--- src/rtl/m68k_bus_sync.sv ---
// 68k bus front end: synchronizes raw bus pins into pclk, runs one bus-cycle FSM
// per chip-select assertion, emits single-cycle strobes and a wait-programmed DTACK.
module m68k_bus_sync #(
    parameter int unsigned SYNC_STAGES = 2,
    parameter int unsigned RD_WAIT     = 2,
    parameter int unsigned WR_WAIT     = 1
) (
    input  logic       clk,
    input  logic       reset_i,
    input  logic       bus_cs_n_i,
    input  logic       bus_rd_nwr_i,
    input  logic [3:0] bus_reg_num_i,
    input  logic       bus_bytesel_i,
    input  logic [7:0] bus_data_i,
    output logic       bus_dtack_o,
    output logic       write_strobe_o,
    output logic       read_strobe_o,
    output logic [3:0] reg_num_o,
    output logic       bytesel_o,
    output logic [7:0] bytedata_o
);

    localparam int unsigned CNT_W  = 3;
    localparam int unsigned FILL_W = SYNC_STAGES + 1;

    typedef enum logic [1:0] {
        ST_RELEASE,
        ST_IDLE,
        ST_WAIT,
        ST_ACK
    } state_t;

    state_t             state;
    state_t             state_nxt;
    logic [CNT_W-1:0]   cnt;
    logic [CNT_W-1:0]   cnt_nxt;

    logic [SYNC_STAGES-1:0] cs_sync;
    logic                   cs_prev;
    logic                   start_q;
    logic [FILL_W-1:0]      fill;

    logic       rd_q;
    logic [3:0] reg_q;
    logic       bsel_q;
    logic [7:0] data_q;

    logic       cs_act;
    logic       start_c;

    logic       dtack_nxt;
    logic       wr_nxt;
    logic       rd_nxt;
    logic [3:0] reg_nxt;
    logic       bsel_nxt;
    logic [7:0] data_nxt;

    assign cs_act  = ~cs_sync[SYNC_STAGES-1];
    assign start_c = cs_act & cs_prev;

    // Input synchronizers, chip-select edge detect, and post-reset fill tracker.
    // The fill tracker keeps RELEASE from trusting the reset-preset sync chain
    // until real pin samples have propagated all the way through it.
    always_ff @(posedge clk) begin
        if (reset_i) begin
            cs_sync <= '1;
            cs_prev <= 1'b1;
            start_q <= 1'b0;
            fill    <= '0;
            rd_q    <= 1'b0;
            reg_q   <= '0;
            bsel_q  <= 1'b0;
            data_q  <= '0;
        end else begin
            cs_sync <= {cs_sync[SYNC_STAGES-2:0], bus_cs_n_i};
            cs_prev <= cs_sync[SYNC_STAGES-1];
            start_q <= start_c;
            fill    <= {fill[FILL_W-2:0], 1'b1};
            rd_q    <= bus_rd_nwr_i;
            reg_q   <= bus_reg_num_i;
            bsel_q  <= bus_bytesel_i;
            data_q  <= bus_data_i;
        end
    end

    // FSM state, wait counter and registered outputs.
    always_ff @(posedge clk) begin
        if (reset_i) begin
            state          <= ST_RELEASE;
            cnt            <= '0;
            bus_dtack_o    <= 1'b0;
            write_strobe_o <= 1'b0;
            read_strobe_o  <= 1'b0;
            reg_num_o      <= '0;
            bytesel_o      <= 1'b0;
            bytedata_o     <= '0;
        end else begin
            state          <= state_nxt;
            cnt            <= cnt_nxt;
            bus_dtack_o    <= dtack_nxt;
            write_strobe_o <= wr_nxt;
            read_strobe_o  <= rd_nxt;
            reg_num_o      <= reg_nxt;
            bytesel_o      <= bsel_nxt;
            bytedata_o     <= data_nxt;
        end
    end

    // Next-state and next-output logic.
    always_comb begin
        state_nxt = state;
        cnt_nxt   = cnt;
        dtack_nxt = 1'b0;
        wr_nxt    = 1'b0;
        rd_nxt    = 1'b0;
        reg_nxt   = reg_num_o;
        bsel_nxt  = bytesel_o;
        data_nxt  = bytedata_o;

        case (state)
            ST_RELEASE: begin
                if (fill[FILL_W-1] && !cs_act) begin
                    state_nxt = ST_IDLE;
                end
            end
            ST_IDLE: begin
                if (start_q) begin
                    state_nxt = ST_WAIT;
                    reg_nxt   = reg_q;
                    bsel_nxt  = bsel_q;
                    data_nxt  = data_q;
                    if (rd_q) begin
                        rd_nxt  = 1'b1;
                        cnt_nxt = CNT_W'(RD_WAIT);
                    end else begin
                        wr_nxt  = 1'b1;
                        cnt_nxt = CNT_W'(WR_WAIT);
                    end
                end
            end
            ST_WAIT: begin
                // An early CS release abandons the cycle without ever acknowledging it.
                if (!cs_act) begin
                    state_nxt = ST_IDLE;
                end else begin
                    cnt_nxt = cnt - CNT_W'(1);
                    if (cnt == CNT_W'(1)) begin
                        dtack_nxt = 1'b1;
                        state_nxt = ST_ACK;
                    end
                end
            end
            ST_ACK: begin
                if (cs_act) begin
                    dtack_nxt = 1'b1;
                end else begin
                    state_nxt = ST_IDLE;
                end
            end
            default: begin
                state_nxt = ST_RELEASE;
            end
        endcase
    end

endmodule

--- config.mk ---
export PLATFORM = sky130hd
export DESIGN_NAME = m68k_bus_sync
export DESIGN_NICKNAME = d
export VERILOG_FILES = /design/src/rtl/m68k_bus_sync.sv
export SDC_FILE = /design/constraint.sdc
export NUM_CORES = 1
export LEC_CHECK = 0
export CORE_MARGIN = 8
export CORE_UTILIZATION = 46
export CTS_BUF_LIST = sky130_fd_sc_hd__clkbuf_8
export CTS_CLUSTER_SIZE = 12
export DETAILED_ROUTE_END_ITERATION = 16
export PLACE_DENSITY = 0.86
export SYNTH_ARGS = -nofsm -noshare
export SYNTH_HDL_FRONTEND = slang
export SYNTH_SLANG_ARGS = --single-unit
export TNS_END_PERCENT = 5
--- constraint.sdc ---
create_clock -name clk -period 1.42 [get_ports clk]
set_input_delay 0.284 -clock clk [delete_from_list [all_inputs] [get_ports clk]]
set_output_delay 0.284 -clock clk [all_outputs]
set_load 0.01 [all_outputs]
# == After elaboration in Yosys (flattened, before gate mapping) ==
# Index checks and enable logic that the tools add are counted.
# totals
romBits,0
output_inout_bits,16
latchBits,0
mem_count,0
word_cells,55
regBits,42
ram_bits,0
# classes
n_mux,17
n_reduce_logical,7
n_eq_ne,9
order_cmp,0
bitwise,4
mul,0
add_sub_neg,1
shifts,0
div,0
# op_table
cell,n
2-bit two-way mux,6
"2-bit != test, second input constant",4
2-bit case mux with 4 select lines,1
1-bit two-way mux,6
3-bit two-way mux,2
3-bit case mux with 2 select lines,1
"2-bit == test, second input constant",2
4-bit AND reduction,1
"3-bit by 1-bit == test with 1-bit output, second input constant",1
"3-bit != test, second input constant",1
1-bit NOT,3
3-bit AND reduction,1
3-bit OR reduction,1
"3-bit by 1-bit subtractor with 3-bit output, second input constant",1
"2-bit by 1-bit == test with 1-bit output, second input constant",1
2-bit zero test,1
1-bit case mux with 2 select lines,1
2-bit AND reduction,1
2-bit nonzero test,1
1-bit AND,1
1-bit logical AND,1

# == Depth between registers and ports, before layout ==
# depth
depth_word,4
ltp_mapped,6

# == Least setup slack after synthesis ==
# No wires, ideal clock.
# synth_path
kind,reg2reg
startpoint,reg state[0]
endpoint,reg cnt[0]
arrival_time_ps,1337
path_stages_with_launch,7
required_time_ps,1360
n_path_buf,1
path_slack_ps,24
period_less_slack_ps,1396
setup_time_ps,60
path_cell_list,dfxtp_1 > inv_1 > ha_1 > buf_6 > and2_1 > o41ai_2 > o311a_1
# synth_between
elab_chain_len,3
# synth_rtl
item,line_no,source
start: declaration,33,state_t state;
start signal: assignment,98,state <= state_nxt;
2-bit == test / 2-bit by 1-bit == test with 1-bit output (equally long branches),120,case (state)
2-bit != test (no line) / 2-bit nonzero test (equally long branches),--,
3-bit AND reduction (no line),--,
end signal: assignment,99,cnt <= cnt_nxt;
end: declaration,35,logic [CNT_W-1:0] cnt;
# Several ways; a longest one is shown, not always the timed one.
# A chain may end at the register's enable or synchronous reset.

# == Worst setup path in the final report ==
# layout_path
startpoint,reg state[0]
endpoint,reg state[0]
# layout_between
elab_chain_len,3
# layout_rtl
item,line_no
"2-bit == test, or another cell as far along",120
3-bit != test (no line) / 2-bit != test (equally long branches),--
4-bit AND reduction (no line),--
# Several ways; a longest one is shown, not always the timed one.

==> results.json <==
{
  "status": "finished clean",
  "r2r_cells": 5,
  "critical_path_required_ps": 1610,
  "hold_viol": 0,
  "hpwl_um": 2173,
  "cts_buffers": 5,
  "drive_gt1_frac": 0.1667,
  "wl_per_cell_um": 12.95,
  "place_area_um2": 1907,
  "syn-num-nets": 180,
  "fillers": 279,
  "cts_tree": "done",
  "worstPathMaxFanout": 3,
  "crit_type": "reg2reg",
  "crit_path_cell_trace": "inv_4, ha_1, o21bai_1, o2111ai_2, mux2_4",
  "r2r_slack_ps": 40,
  "multi_input_area_um2": 651.9,
  "grt_max_degree": 25,
  "synth.area.top_cells": "dfxtp_1 (56%), nor2b_1 (8.7%), nand2_1 (7.0%), a21oi_1 (5.0%), ha_1 (5.0%)",
  "final_core_util": 0.6329,
  "grt_antenna_before_repair": 0,
  "max_slew_margin": 0.7843,
  "die_h_um": 73.32,
  "nets": 220,
  "yosysMostFrequentCell": "dfxtp_1",
  "skew_ps": 5.493,
  "drc": 0,
  "diodes": 0,
  "arrival_ps": 1570,
  "setup_viol": 0,
  "path_clk_slew_ps": 80,
  "regArea_um2": 848.3,
  "fp.dieArea_um2": 5376,
  "total_power_mw": 2.576,
  "synth_flop_cell": "dfxtp_1",
  "io_buffers": 32,
  "dr.pass1.iters": 4,
  "end_kind": "flop",
  "worstMarginPinSlew_ps": 322.3,
  "fmax_mhz": 722.6,
  "cts_root_buf": "clkbuf_8",
  "finalWorstSetupSlack_ps": 36.14,
  "ctsHoldBuffers": 0,
  "vdd_drop_max_mv": 0.8056,
  "die_w_um": 73.32,
  "synth_area_um2": 1511,
  "gp_congestion": 0.8320,
  "start_kind": "flop",
  "grt-ovfl-total": 0,
  "crit_family": "flip-flops",
  "period_needed_ps": 1384,
  "synth_edf_count": 0,
  "min_path_type": "reg2reg",
  "viasPerCell": 4.701,
  "synth.distinct_cells": 29,
  "grt_pass1_vias": 1121,
  "cp.buffers_inverters": 1,
  "max_stage_delay_ps": 390,
  "ys_ff_latch": 42,
  "ys_seq_area_frac": 0.5563,
  "r2r-end": "state[0]",
  "drtIter0Drc": 61,
  "synthArstFlopShare": 0,
  "grt_pass1_wl_um": 4836,
  "syn_area_per_cell_um2": 9.627,
  "p_per_area_nw_per_um2": 1249,
  "ant_nets": 0,
  "area_growth_pct": 36.42,
  "yosysTopAreaCell": "dfxtp_1",
  "clk_latency_ps": 300,
  "core_um2": 3258,
  "io_pins": 33,
  "dp_slack_ps": -65.57,
  "cts_max_level": 2,
  "holdPathEnd": "cs_sync[1]",
  "slew_viol_final": 0,
  "start_util": 0.4639,
  "totalWireLength_um": 3159,
  "grt_usage": 0.1220,
  "synth_top_area_share": 0.5563,
  "cts_max_path_buffers": 2,
  "yosysWarnings": 0,
  "p_leak_nw": 0.8824,
  "design_area_um2": 2062,
  "synth_cells": 157,
  "clock-sinks": 42,
  "synth_common_cells": "dfxtp_1 (42), nand2_1 (28), nor2b_1 (21), a21oi_1 (15), inv_1 (8)",
  "vias": 1147,
  "holdCritStartpoint": "cs_sync[0]",
  "timing.rr.start": "state[0]",
  "slowest_stage": "dfxtp_4",
  "hold_depth": 1,
  "finalCritPeriodShare": 0.9745,
  "row_count": 21,
  "maxCapViolCount": 0
}
-- worst max path at each step --
stage | from | end | depth (start not counted)
floorplan | state[0] | cnt[0] | 6
CTS | state[0] | state[0] | 5
global placement | state[0] | state[0] | 5
global route | state[0] | cnt[1] | 5
detailed placement | state[0] | state[0] | 5
finish | state[0] | state[0] | 5
-- layout make-up --
| cell class | instances | share of cell area |
|---|---|---|
| clock inverters | 2 | 0.006068 |
| multi-input cells | 100 | 0.3161 |
| flip-flops and latches | 42 | 0.4114 |
| clock buffers | 6 | 0.04005 |
| inverters | 8 | 0.01578 |
| repair buffers | 40 | 0.1826 |
| well taps | 46 | 0.02791 |
-- state kept, by name, summed over array words and instances, names as in the netlist, 2 cells and up --
signal      cells
reg_q           4
fill            3
bytedata_o      8
cs_sync         2
reg_num_o       4
state           2
data_q          8
cnt             3
-- cells in the final DEF, fill, tap and decap left out, types with 2 or more instances in the layout --
| cell type | instances |
|---|---|
| or2_2 | 3 |
| o41ai_2 | 2 |
| nor2b_1 | 18 |
| inv_1 | 7 |
| nand2b_1 | 3 |
| nor2b_2 | 2 |
| nor2_1 | 6 |
| dfxtp_4 | 2 |
| ha_1 | 4 |
| ha_4 | 2 |
| a21oi_1 | 15 |
| dlygate4sd2_1 | 16 |
| dfxtp_1 | 40 |
| nand2_1 | 28 |
| clkdlybuf4s50_1 | 16 |
| clkbuf_8 | 6 |
| buf_4 | 6 |
| o311a_1 | 2 |
-- power breakdown --
group,switching (mW),internal [mW],leakage [nW]
logic,0.223,0.265,0.484
clock network,0.397,0.394,0.0530
registers,0.0485,1.25,0.346
total,0.669,1.91,0.882
-- kinds of logic after synthesis --
group | synth area share
AND/OR/NAND/NOR | 0.2169
flip-flops | 0.5563
multiplexers | 0.01407
AO/OA/AOI/OAI | 0.1167
adder cells (fa/ha/maj) | 0.04967
buffers and inverters | 0.04636
-- metal layers --
layer | vias to the layer above | track usage | wire length [um]
met5 | - | 0 | 0
met4 | 0 | 0.1020 | 106
met3 | 9 | 0.03956 | 138
met2 | 25 | 0.1936 | 1556
met1 | 529 | 0.1288 | 1358
li1 | 584 | - | -
-- per-stage QoR --
stage	setup TNS [ps]	hold WS [ps]	cells
global placement	-132.0	391.9	234
global route	-7.296	435.2	244
finish	0	414.0	244
detailed placement	-469.0	396.8	234
CTS	-110.9	415.1	242
floorplan	0	387.8	157
-- worst register-to-register path: stages (launching register included) --
cell and delay, ps:
dfxtp_4 390, inv_4 50, ha_1 200, o21bai_1 160, o2111ai_2 160, mux2_4 320
-- timing repair --
item / 4_1_cts / 5_1_grt
setup endpoints to repair: 34 / 13
gates resized for setup: 19 / 17
pin swaps: 0 / 5
setup buffers: 0 / 2
No activity file was read; power rests on OpenSTA's default activity.
